<file path="src/rtl/uart_rx_param.sv">
// -----------------------------------------------------------------------------
// uart_rx_param
//
// Oversampling UART receiver with 16550-style framing options. The serial
// line is synchronised, each bit is decided by a three-sample majority vote
// around mid-bit, and completed frames are presented on a valid/ready output
// register together with parity, framing and break status.
//
// Parameters
//   OVERSAMPLE   baud_pulse ticks per bit period (even, >= 8)
//   SYNC_STAGES  synchroniser flops on rx (>= 2)
//
// Ports
//   clk            sole clock, rising edge
//   rst            synchronous active-low reset
//   baud_pulse     one-clk oversample tick; all bit timing advances on it
//   rx             asynchronous serial input, idle high
//   wls[1:0]       word length: 00=5, 01=6, 10=7, 11=8 data bits
//   pen            parity enable
//   eps            even parity select
//   sticky_parity  stick parity (parity bit forced to ~eps)
//   stb            0 = one stop bit, 1 = two stop bits
//   ready          consumer accepts the held frame
//   valid          a frame is held on dout/pe/fe/bi
//   dout[7:0]      received data, zero-extended above the word length
//   pe, fe, bi     parity error, framing error, break indication
//   overrun        one-clk pulse: a completed frame was dropped
//   state_dbg[2:0] current receiver state, for observation only
//
// Output handshake: a frame is transferred on every rising clk edge where
// valid && ready. valid rises the clk after a frame completes and falls the
// clk after the transfer, unless a new frame completes on that same clk, in
// which case valid stays high and the new frame replaces the old one. While
// valid is high dout/pe/fe/bi do not change. A frame that completes while
// valid && !ready is discarded and signalled on overrun.
// -----------------------------------------------------------------------------
module uart_rx_param #(
   parameter int OVERSAMPLE  = 16,
   parameter int SYNC_STAGES = 2
) (
   input  logic       clk,
   input  logic       rst,
   input  logic       baud_pulse,
   input  logic       rx,
   input  logic [1:0] wls,
   input  logic       pen,
   input  logic       eps,
   input  logic       sticky_parity,
   input  logic       stb,
   input  logic       ready,
   output logic       valid,
   output logic [7:0] dout,
   output logic       pe,
   output logic       fe,
   output logic       bi,
   output logic       overrun,
   output logic [2:0] state_dbg
);

   localparam int CW = $clog2(OVERSAMPLE);

   // Tick positions within one bit period.
   localparam logic [CW-1:0] CNT_SAMPLE_A = CW'(OVERSAMPLE / 2 - 1);
   localparam logic [CW-1:0] CNT_SAMPLE_B = CW'(OVERSAMPLE / 2);
   localparam logic [CW-1:0] CNT_DECIDE   = CW'(OVERSAMPLE / 2 + 1);
   localparam logic [CW-1:0] CNT_LAST     = CW'(OVERSAMPLE - 1);

   localparam logic [2:0] S_IDLE     = 3'd0;
   localparam logic [2:0] S_START    = 3'd1;
   localparam logic [2:0] S_DATA     = 3'd2;
   localparam logic [2:0] S_PARITY   = 3'd3;
   localparam logic [2:0] S_STOP     = 3'd4;
   localparam logic [2:0] S_BRK_WAIT = 3'd5;

   // Synchroniser and post-reset arming.
   logic [SYNC_STAGES-1:0] sync_q, sync_d;
   logic [SYNC_STAGES-1:0] fill_q, fill_d;
   logic                   armed_q, armed_d;
   logic                   rs;

   // Receiver state.
   logic [2:0]    state_q, state_d;
   logic [CW-1:0] cnt_q, cnt_d;
   logic [2:0]    idx_q, idx_d;
   logic          samp_a_q, samp_a_d;
   logic          samp_b_q, samp_b_d;
   logic [7:0]    data_q, data_d;
   logic          par_bit_q, par_bit_d;
   logic          pe_calc_q, pe_calc_d;
   logic          second_q, second_d;

   // Per-frame configuration captured when the start bit is accepted.
   logic [1:0] cfg_wls_q, cfg_wls_d;
   logic       cfg_pen_q, cfg_pen_d;
   logic       cfg_eps_q, cfg_eps_d;
   logic       cfg_sp_q, cfg_sp_d;
   logic       cfg_stb_q, cfg_stb_d;

   // Output holding register.
   logic       valid_q, valid_d;
   logic [7:0] dout_q, dout_d;
   logic       pe_q, pe_d;
   logic       fe_q, fe_d;
   logic       bi_q, bi_d;
   logic       overrun_q, overrun_d;

   // Decisions produced by the bit FSM for the output register.
   logic maj;
   logic exp_par;
   logic complete;
   logic brk;
   logic stop_bit;

   assign rs = sync_q[SYNC_STAGES-1];

   // -------------------------------------------------------------------------
   // Synchroniser. fill_q tracks how many real rx samples have entered the
   // chain since reset; the receiver only arms once the synchronised line has
   // been seen high, so a start edge that predates reset release is ignored.
   // -------------------------------------------------------------------------
   always_comb begin
      sync_d  = {sync_q[SYNC_STAGES-2:0], rx};
      fill_d  = {fill_q[SYNC_STAGES-2:0], 1'b1};
      armed_d = armed_q;
      if (fill_q[SYNC_STAGES-1] && rs) begin
         armed_d = 1'b1;
      end
   end

   // -------------------------------------------------------------------------
   // Bit FSM
   // -------------------------------------------------------------------------
   always_comb begin
      state_d   = state_q;
      cnt_d     = cnt_q;
      idx_d     = idx_q;
      samp_a_d  = samp_a_q;
      samp_b_d  = samp_b_q;
      data_d    = data_q;
      par_bit_d = par_bit_q;
      pe_calc_d = pe_calc_q;
      second_d  = second_q;
      cfg_wls_d = cfg_wls_q;
      cfg_pen_d = cfg_pen_q;
      cfg_eps_d = cfg_eps_q;
      cfg_sp_d  = cfg_sp_q;
      cfg_stb_d = cfg_stb_q;
      complete  = 1'b0;
      brk       = 1'b0;
      stop_bit  = 1'b1;

      // Third sample is the live rs at the decision tick.
      maj = (samp_a_q & samp_b_q) | (samp_a_q & rs) | (samp_b_q & rs);

      // Parity the transmitter should have sent. data_q is zero above the
      // word length, so reducing over all eight bits is exact.
      if (cfg_sp_q) begin
         exp_par = ~cfg_eps_q;
      end else if (cfg_eps_q) begin
         exp_par = ^data_q;
      end else begin
         exp_par = ~(^data_q);
      end

      if (baud_pulse) begin
         if (cnt_q == CNT_SAMPLE_A) begin
            samp_a_d = rs;
         end
         if (cnt_q == CNT_SAMPLE_B) begin
            samp_b_d = rs;
         end

         case (state_q)
            S_IDLE: begin
               cnt_d = '0;
               if (armed_q && !rs) begin
                  state_d = S_START;
               end
            end

            S_START: begin
               if (cnt_q == CNT_DECIDE && maj) begin
                  // Line went back high: noise, not a start bit.
                  state_d = S_IDLE;
                  cnt_d   = '0;
               end else if (cnt_q == CNT_LAST) begin
                  state_d   = S_DATA;
                  cnt_d     = '0;
                  idx_d     = 3'd0;
                  data_d    = 8'h00;
                  pe_calc_d = 1'b0;
                  par_bit_d = 1'b0;
                  cfg_wls_d = wls;
                  cfg_pen_d = pen;
                  cfg_eps_d = eps;
                  cfg_sp_d  = sticky_parity;
                  cfg_stb_d = stb;
               end else begin
                  cnt_d = cnt_q + 1'b1;
               end
            end

            S_DATA: begin
               if (cnt_q == CNT_DECIDE) begin
                  data_d[idx_q] = maj;
               end
               if (cnt_q == CNT_LAST) begin
                  cnt_d = '0;
                  // Last data bit index is word length - 1 = wls + 4.
                  if (idx_q == ({1'b0, cfg_wls_q} + 3'd4)) begin
                     state_d  = cfg_pen_q ? S_PARITY : S_STOP;
                     second_d = 1'b0;
                  end else begin
                     idx_d = idx_q + 3'd1;
                  end
               end else begin
                  cnt_d = cnt_q + 1'b1;
               end
            end

            S_PARITY: begin
               if (cnt_q == CNT_DECIDE) begin
                  par_bit_d = maj;
                  pe_calc_d = (maj != exp_par);
               end
               if (cnt_q == CNT_LAST) begin
                  state_d = S_STOP;
                  cnt_d   = '0;
               end else begin
                  cnt_d = cnt_q + 1'b1;
               end
            end

            S_STOP: begin
               if (cnt_q == CNT_DECIDE && !second_q) begin
                  // Frame completes at the first stop bit decision; a second
                  // stop bit is only timed.
                  complete = 1'b1;
                  stop_bit = maj;
                  brk      = (data_q == 8'h00) && (!cfg_pen_q || !par_bit_q) && !maj;
                  if (brk) begin
                     state_d = S_BRK_WAIT;
                     cnt_d   = '0;
                  end else begin
                     cnt_d = cnt_q + 1'b1;
                  end
               end else if (cnt_q == CNT_LAST) begin
                  cnt_d = '0;
                  if (cfg_stb_q && !second_q) begin
                     second_d = 1'b1;
                  end else begin
                     state_d = S_IDLE;
                  end
               end else begin
                  cnt_d = cnt_q + 1'b1;
               end
            end

            S_BRK_WAIT: begin
               // One report per break: hold here until the line recovers.
               cnt_d = '0;
               if (rs) begin
                  state_d = S_IDLE;
               end
            end

            default: begin
               state_d = S_IDLE;
               cnt_d   = '0;
            end
         endcase
      end
   end

   // -------------------------------------------------------------------------
   // Output holding register and overrun detection
   // -------------------------------------------------------------------------
   always_comb begin
      valid_d   = valid_q;
      dout_d    = dout_q;
      pe_d      = pe_q;
      fe_d      = fe_q;
      bi_d      = bi_q;
      overrun_d = 1'b0;

      if (complete) begin
         if (!valid_q || ready) begin
            valid_d = 1'b1;
            dout_d  = brk ? 8'h00 : data_q;
            pe_d    = pe_calc_q;
            fe_d    = !stop_bit || brk;
            bi_d    = brk;
         end else begin
            overrun_d = 1'b1;
         end
      end else if (valid_q && ready) begin
         valid_d = 1'b0;
      end
   end

   // -------------------------------------------------------------------------
   // Registers
   // -------------------------------------------------------------------------
   always_ff @(posedge clk) begin
      if (!rst) begin
         sync_q    <= '1;
         fill_q    <= '0;
         armed_q   <= 1'b0;
         state_q   <= S_IDLE;
         cnt_q     <= '0;
         idx_q     <= 3'd0;
         samp_a_q  <= 1'b1;
         samp_b_q  <= 1'b1;
         data_q    <= 8'h00;
         par_bit_q <= 1'b0;
         pe_calc_q <= 1'b0;
         second_q  <= 1'b0;
         cfg_wls_q <= 2'b00;
         cfg_pen_q <= 1'b0;
         cfg_eps_q <= 1'b0;
         cfg_sp_q  <= 1'b0;
         cfg_stb_q <= 1'b0;
         valid_q   <= 1'b0;
         dout_q    <= 8'h00;
         pe_q      <= 1'b0;
         fe_q      <= 1'b0;
         bi_q      <= 1'b0;
         overrun_q <= 1'b0;
      end else begin
         sync_q    <= sync_d;
         fill_q    <= fill_d;
         armed_q   <= armed_d;
         state_q   <= state_d;
         cnt_q     <= cnt_d;
         idx_q     <= idx_d;
         samp_a_q  <= samp_a_d;
         samp_b_q  <= samp_b_d;
         data_q    <= data_d;
         par_bit_q <= par_bit_d;
         pe_calc_q <= pe_calc_d;
         second_q  <= second_d;
         cfg_wls_q <= cfg_wls_d;
         cfg_pen_q <= cfg_pen_d;
         cfg_eps_q <= cfg_eps_d;
         cfg_sp_q  <= cfg_sp_d;
         cfg_stb_q <= cfg_stb_d;
         valid_q   <= valid_d;
         dout_q    <= dout_d;
         pe_q      <= pe_d;
         fe_q      <= fe_d;
         bi_q      <= bi_d;
         overrun_q <= overrun_d;
      end
   end

   assign valid     = valid_q;
   assign dout      = dout_q;
   assign pe        = pe_q;
   assign fe        = fe_q;
   assign bi        = bi_q;
   assign overrun   = overrun_q;
   assign state_dbg = state_q;

endmodule

</file>
<file path="config.mk">
export PLATFORM = sky130hd
export DESIGN_NAME = uart_rx_param
export DESIGN_NICKNAME = d
export VERILOG_FILES = /design/src/rtl/uart_rx_param.sv
export SDC_FILE = /design/constraint.sdc
export NUM_CORES = 1
export LEC_CHECK = 0
export ABC_AREA = 0
export CAP_MARGIN = 30
export CORE_UTILIZATION = 50
export DETAILED_ROUTE_END_ITERATION = 7
export GPL_TIMING_DRIVEN = 1
export PLACE_DENSITY = 0.77
export REMOVE_ABC_BUFFERS = 1
export SYNTH_ARGS = -nofsm -noshare
export SYNTH_HDL_FRONTEND = slang
export SYNTH_SLANG_ARGS = --single-unit
export TNS_END_PERCENT = 10
</file>
<file path="constraint.sdc">
create_clock -name clk -period 1.8 [get_ports clk]
set_input_delay 0.36 -clock clk [delete_from_list [all_inputs] [get_ports clk]]
set_output_delay 0.36 -clock clk [all_outputs]
set_load 0.02 [all_outputs]
</file>
# Yosys cells after proc, flatten, opt, wreduce, memory -nomap -nowiden
# Index checks and enable logic that the tools add are counted.
totals:
  ff_bits: 47
  latchBits: 0
  ram_bits: 0
  mem_bits_ro: 0
  in_bits: 11
  out_inout_bits: 16
  elab_cells: 163
  memories: 0
op_classes:
  n_addsub: 3
  multipliers: 0
  n_div: 0
  magnitude_cmp: 2
  n_eq_ne: 29
  shifts: 0
  mux: 59
  n_bitwise: 8
  reduce_logical: 38
op_table:
  columns: ["operator", "count"]
  rows:
  - ["$mux W3", 16]
  - ["$mux W8", 4]
  - ["$mux W1", 26]
  - ["$ne A2 B2 Y1 const B", 13]
  - ["$pmux W3 S6", 1]
  - ["$mux W4", 4]
  - ["$pmux W8 S2", 1]
  - ["$eq A4 B4 Y1 const B", 3]
  - ["$ne A3 B3 Y1 const B", 4]
  - ["$pmux W4 S3", 1]
  - ["$reduce_and A10 Y1", 1]
  - ["$reduce_and A2 Y1", 5]
  - ["$reduce_and A5 Y1", 2]
  - ["$logic_and A1 B1 Y1", 9]
  - ["$bwmux W8", 1]
  - ["$logic_not A8 Y1", 1]
  - ["$reduce_bool A2 Y1", 4]
  - ["$reduce_xor A8 Y1", 1]
  - ["$logic_not A1 Y1", 7]
  - ["$reduce_and A7 Y1", 1]
  - ["$eq A3 B2 Y1 const B", 2]
  - ["$eq A3 B3 Y1 const B", 2]
  - ["$pmux W1 S2", 3]
  - ["$pmux W3 S2", 1]
  - ["other kinds (19)", 26]

# Depth between registers and ports, before layout
# Gate-level depths: netlist of the first run.
logic_depth:
  depth_word: 9
  depth_mapped: 8
  mapped_depth_nobuf: 7

# Least setup slack after synthesis of the first run
# Ideal clock, no wire load.
synth_timing:
  kind: "reg2reg"
  from: "reg cnt_q[0]"
  to: "reg state_q[0] (netlist: state_dbg[0])"
  setup_ns: 0.072
  arrival_ns: 1.853
  required_ns: 1.728
  path_slack_ns: -0.124
  path_stages_with_launch: 7
  n_path_buf: 0
  synth_period_minus_slack_ns: 1.924
  cell_sequence: "dfxtp_1 ha_1 nand3b_1 or4_4 a211oi_2 and2_2 mux2i_1"
synth_via:
  elab_chain_cells: 4
  elab_cells_between_ends: 14
  classes_between: "eq/ne: 8; mux: 3; reduce/logical: 3"
synth_lines:
  columns: ["item", "line_no", "rtl"]
  rows:
  - ["start, declared", "83", "logic [CW-1:0] cnt_q, cnt_d;"]
  - ["start signal, assigned", "334", "cnt_q <= cnt_d;"]
  - ["$eq A4 B4 Y1", "182, 235", null]
  - ["$logic_and A1 B1 Y1, on equally long branches", "235, 182", null]
  - ["$ne A3 B3 Y1 (no line), or another cell as far along", null, null]
  - ["$reduce_and A10 Y1 (no line) / $pmux W3 S6 (equally long branches)", null, null]
  - ["end signal, assigned", "333", "state_q <= state_d;"]
  - ["end, declared", "82", "logic [2:0] state_q, state_d;"]
# Parallel ways exist; a longest one is shown, timed or not.
# A chain may end at the register's enable or synchronous reset.

# Worst setup path after layout of the first run
layout_timing:
  from: "reg cnt_q[1]"
  to: "reg state_q[0] (netlist: state_dbg[0])"
# The elaborated chain is that of the path after synthesis.

==> results of run 1 <==
## cell type report
class | instances | area, um^2 | share of cell area
Clock buffer | 6 | 82.6 | 0.0246
Tap cell | 52 | 65.1 | 0.0194
Multi-Input combinational cell | 198 | 1440 | 0.428
Inverter | 16 | 60.1 | 0.0179
Sequential cell | 47 | 956 | 0.284
Clock inverter | 2 | 13.8 | 0.00409
Timing Repair Buffer | 90 | 746 | 0.222
## worst reg2reg max path, delay by kind of cell, from the launching register on
kind / cells / cell delay (ns)
fa+ha+maj: 1 / 0.14
flops: 1 / 0.34
simple gates: 3 / 0.92
compound gates: 1 / 0.28
mux: 1 / 0.18
buf+inv: 1 / 0.07
## logic make-up after synthesis
kind of cell    Yosys count  share of synthesized area
xor+xnor                  9                     0.0327
flops                    47                      0.390
mux                      13                     0.0545
compound gates           64                      0.181
fa+ha+maj                 9                     0.0462
simple gates            103                      0.239
buf+inv                  34                     0.0566
## timing repair
item,CTS,global route
buffers inserted,3,0
resized for setup,10,33
endpoints found under the setup margin,9,35
pin swaps,4,3
hold endpoints to repair,0,0
## synth_stat cells, types with 6 or more instances
| cell | number | share of area |
|---|---|---|
| xnor2_1 | 7 | 0.025 |
| nor2_1 | 32 | 0.050 |
| nand2_1 | 8 | 0.012 |
| ha_1 | 8 | 0.042 |
| nand2b_1 | 6 | 0.016 |
| mux2i_1 | 12 | 0.050 |
| nor2b_1 | 8 | 0.021 |
| inv_1 | 16 | 0.025 |
| clkbuf_1 | 9 | 0.014 |
| nand4_1 | 6 | 0.016 |
| nor3_1 | 7 | 0.015 |
| a22oi_1 | 9 | 0.028 |
| nand3_1 | 13 | 0.027 |
| buf_2 | 7 | 0.015 |
| a21oi_1 | 19 | 0.039 |
| dfxtp_1 | 47 | 0.39 |
| o21ai_0 | 8 | 0.017 |
## metrics by stage
| step | cells | power (mW) | setup TNS (ns) | area [um^2] |
|---|---|---|---|---|
| floorplan | 261 | 1.30 | -4.69 | 2330 |
| global placement | 400 | 1.49 | -2.44 | 3120 |
| detailed placement | 400 | 1.49 | -3.26 | 3120 |
| CTS | 411 | 2.18 | -0.639 | 3260 |
| global route | 411 | 2.30 | -1.09 | 3360 |
| finish | 411 | 2.22 | -0.520 | 3360 |
## worst min path at each step
stage,depth (start not counted),startpoint,end,slack [ns]
6_report,1,sync_q[0]$_SDFF_PN1_,sync_q[1]$_SDFF_PN1_,0.42
5_1_grt,1,sync_q[0]$_SDFF_PN1_,sync_q[1]$_SDFF_PN1_,0.44
4_1_cts,1,sync_q[0]$_SDFF_PN1_,sync_q[1]$_SDFF_PN1_,0.42
3_5_place_dp,1,sync_q[0]$_SDFF_PN1_,sync_q[1]$_SDFF_PN1_,0.40
3_3_place_gp,1,sync_q[0]$_SDFF_PN1_,sync_q[1]$_SDFF_PN1_,0.39
2_1_floorplan,1,sync_q[0]$_SDFF_PN1_,sync_q[1]$_SDFF_PN1_,0.39
## sequential cells by signal (all words and copies together), names as in the netlist
signal,flops
armed_q,1
data_q,8
par_bit_q,1
dout,8
pe,1
cfg_stb_q,1
pe_calc_q,1
second_q,1
cfg_wls_q,2
overrun,1
fill_q,2
bi,1
samp_a_q,1
cfg_eps_q,1
cfg_pen_q,1
fe,1
state_dbg,3
samp_b_q,1
idx_q,3
valid,1
cfg_sp_q,1
sync_q,2
cnt_q,4
## layout by cell type (no fill, tap or decap), types with 2 or more instances in the layout
cell             instances
buf_4                   62
dfxtp_1                 37
nor2_1                  32
clkdlybuf4s50_1         24
a21oi_1                 18
nand3_1                 13
mux2i_1                 12
inv_1                    9
a22oi_1                  9
dfxtp_2                  9
o21ai_0                  8
nand2_1                  8
nor2b_1                  8
inv_2                    7
xnor2_1                  7
nor3_1                   7
nand4_1                  6
clkbuf_8                 6
nand2b_1                 5
ha_1                     4
a211oi_2                 3
a31oi_1                  3
ha_4                     3
or3b_1                   2
o21bai_1                 2
and3_1                   2
a21o_1                   2
nand4bb_1                2
and2_1                   2
a311oi_1                 2
xor2_1                   2
nand3b_1                 2
a211o_1                  2
o31ai_1                  2
o31ai_2                  2
dlygate4sd2_1            2
buf_6                    2
## metal layers
layer | track usage | up-vias
met1 | 0.359 | 1148
met2 | 0.426 | 85
met5 | 0 | -
met3 | 0.0436 | 11
li1 | - | 1153
met4 | 0.0956 | 0
## power by group through the flow
| stage | combinational (mW) | sequential [mW] | clock [mW] |
|---|---|---|---|
| floorplan | 0.158 | 1.14 | 0 |
| global placement | 0.386 | 1.10 | 0 |
| detailed placement | 0.388 | 1.10 | 0 |
| finish | 0.432 | 1.08 | 0.701 |
| CTS | 0.396 | 1.08 | 0.703 |
| global route | 0.463 | 1.09 | 0.747 |
==> results.cfg, run 1 <==
[timing]
min_period_over_period = 1.10
fin_skew_ns = 0.0109
hold_violations = 0
rsz0062_at_grt = true
tightest_slew_ns = 0.418
finalSetupViolCount = 5
slew_violations = 0
maxSlewHeadroom = 0.714
worst_slack_ns = -0.182
hold_slack_ns = 0.419
min_period_ns = 1.98
fmax_mhz = 505

[final_layout]
drive_gt1_frac = 0.318
filler_cell_count = 359
fin_util = 0.746
diodes = 0
area_growth_pct = 39.4
final_nets = 377

[route]
route.met3.wl_um = 389
wl_met2_um = 3150
met1_length_um = 2930
drt_wl_total_um = 6590
dr.max_layer_used = met4
drc = 0
drt_iter0_drc = 184
routedWlPerCell_um = 16.0
vias_per_cell = 5.83
vias = 2397
drtPass1Iterations = 4
drtAntennaViolNets = 0

[placed_design]
gp_congestion = 0.957
io_buffers = 26
hpwlAfterDp_um = 4570
dp_slack_ns = -0.198

[worst_setup_path]
crit_buf_inv = 1
crit_end = state_dbg[0]$_SDFFE_PN0P_
cp-startpoint = cnt_q[1]$_SDFFE_PN0P_
path_class = reg2reg
critical-path-slowest-cell = or4_4
worstPathMaxFanout = 4
r2r_slack_ns = -0.18
cp_top_family = simple AND/OR/NAND/NOR gates
arrival_ns = 2.22
required_ns = 2.04
r2r_end = state_dbg[0]$_SDFFE_PN0P_
rr_worst_depth = 7
worstPathCellList = inv_2 > ha_4 > nand3b_1 > or4_4 > a211oi_4 > and2_4 > mux2i_1
rr_startpoint = cnt_q[1]$_SDFFE_PN0P_
start_kind = flip-flop
end_kind = flip-flop
path_depth = 7
max_stage_delay_ns = 0.56

[floorplanning]
start_util = 0.535
die_h_um = 71.4
row_count = 24
core-area_mm2 = 0.00450
ios = 27
die_x_um = 71.4
die-area_mm2 = 0.00510

[global_route]
track_usage = 0.265
grt-ovfl-total = 0
first_global_vias = 2233
grt_pass1_wl_um = 10500
antenna_found_initial = 0
grt_max_degree = 24

[outcome]
status = complete, but fails checks
violations = setup timing

[clocking]
numCtsBuffers = 5
clk-insertion-delay-late_ns = 0.31
clk_pin_slew_worst_paths_ns = 0.09
cts_root_buffer = clkbuf_8
cts_hold_buffers = 0
clockBufferDepth = 2
clkSinkCount = 47
htreeDepth = 2
cts_tree = built

[synth]
synth.avg_cell_area_um2 = 8.64
synth_edf_count = 0
yosysWarnings = 0
synth_area_mm2 = 0.00241
ys_types = 52
synthCells = 279
synth_seq_area_share = 0.390
synth-async-reset-ratio = 0
ys.flop_type = dfxtp_1
ys_ff_latch = 47

[power_and_ir_drop]
vdd_ir_drop_max_mv = 0.651
p_sw_frac = 0.285
seq_power_share = 0.489
p_leak_nw = 1.28
p_switching_mw = 0.633
p_clk_frac = 0.316
pwr_density_cell_mw_per_mm2 = 659
p_int_mw = 1.58
pwr-share-comb = 0.195

[min_path]
hp-class = reg2reg

[run]
maxCapViolCount = 0
Power figures use the tool's default switching activity.
==> run 2: changes to the inputs <==
--- a/config.mk
+++ b/config.mk
@@ -9,6 +9,7 @@
 export CAP_MARGIN = 30
 export CORE_UTILIZATION = 50
 export DETAILED_ROUTE_END_ITERATION = 7
+export GPL_ROUTABILITY_DRIVEN = 1
 export GPL_TIMING_DRIVEN = 1
 export PLACE_DENSITY = 0.77
 export REMOVE_ABC_BUFFERS = 1
==> results of run 2 <==
Same layout as run 1: the final DEF is identical, and so are final timing and power.
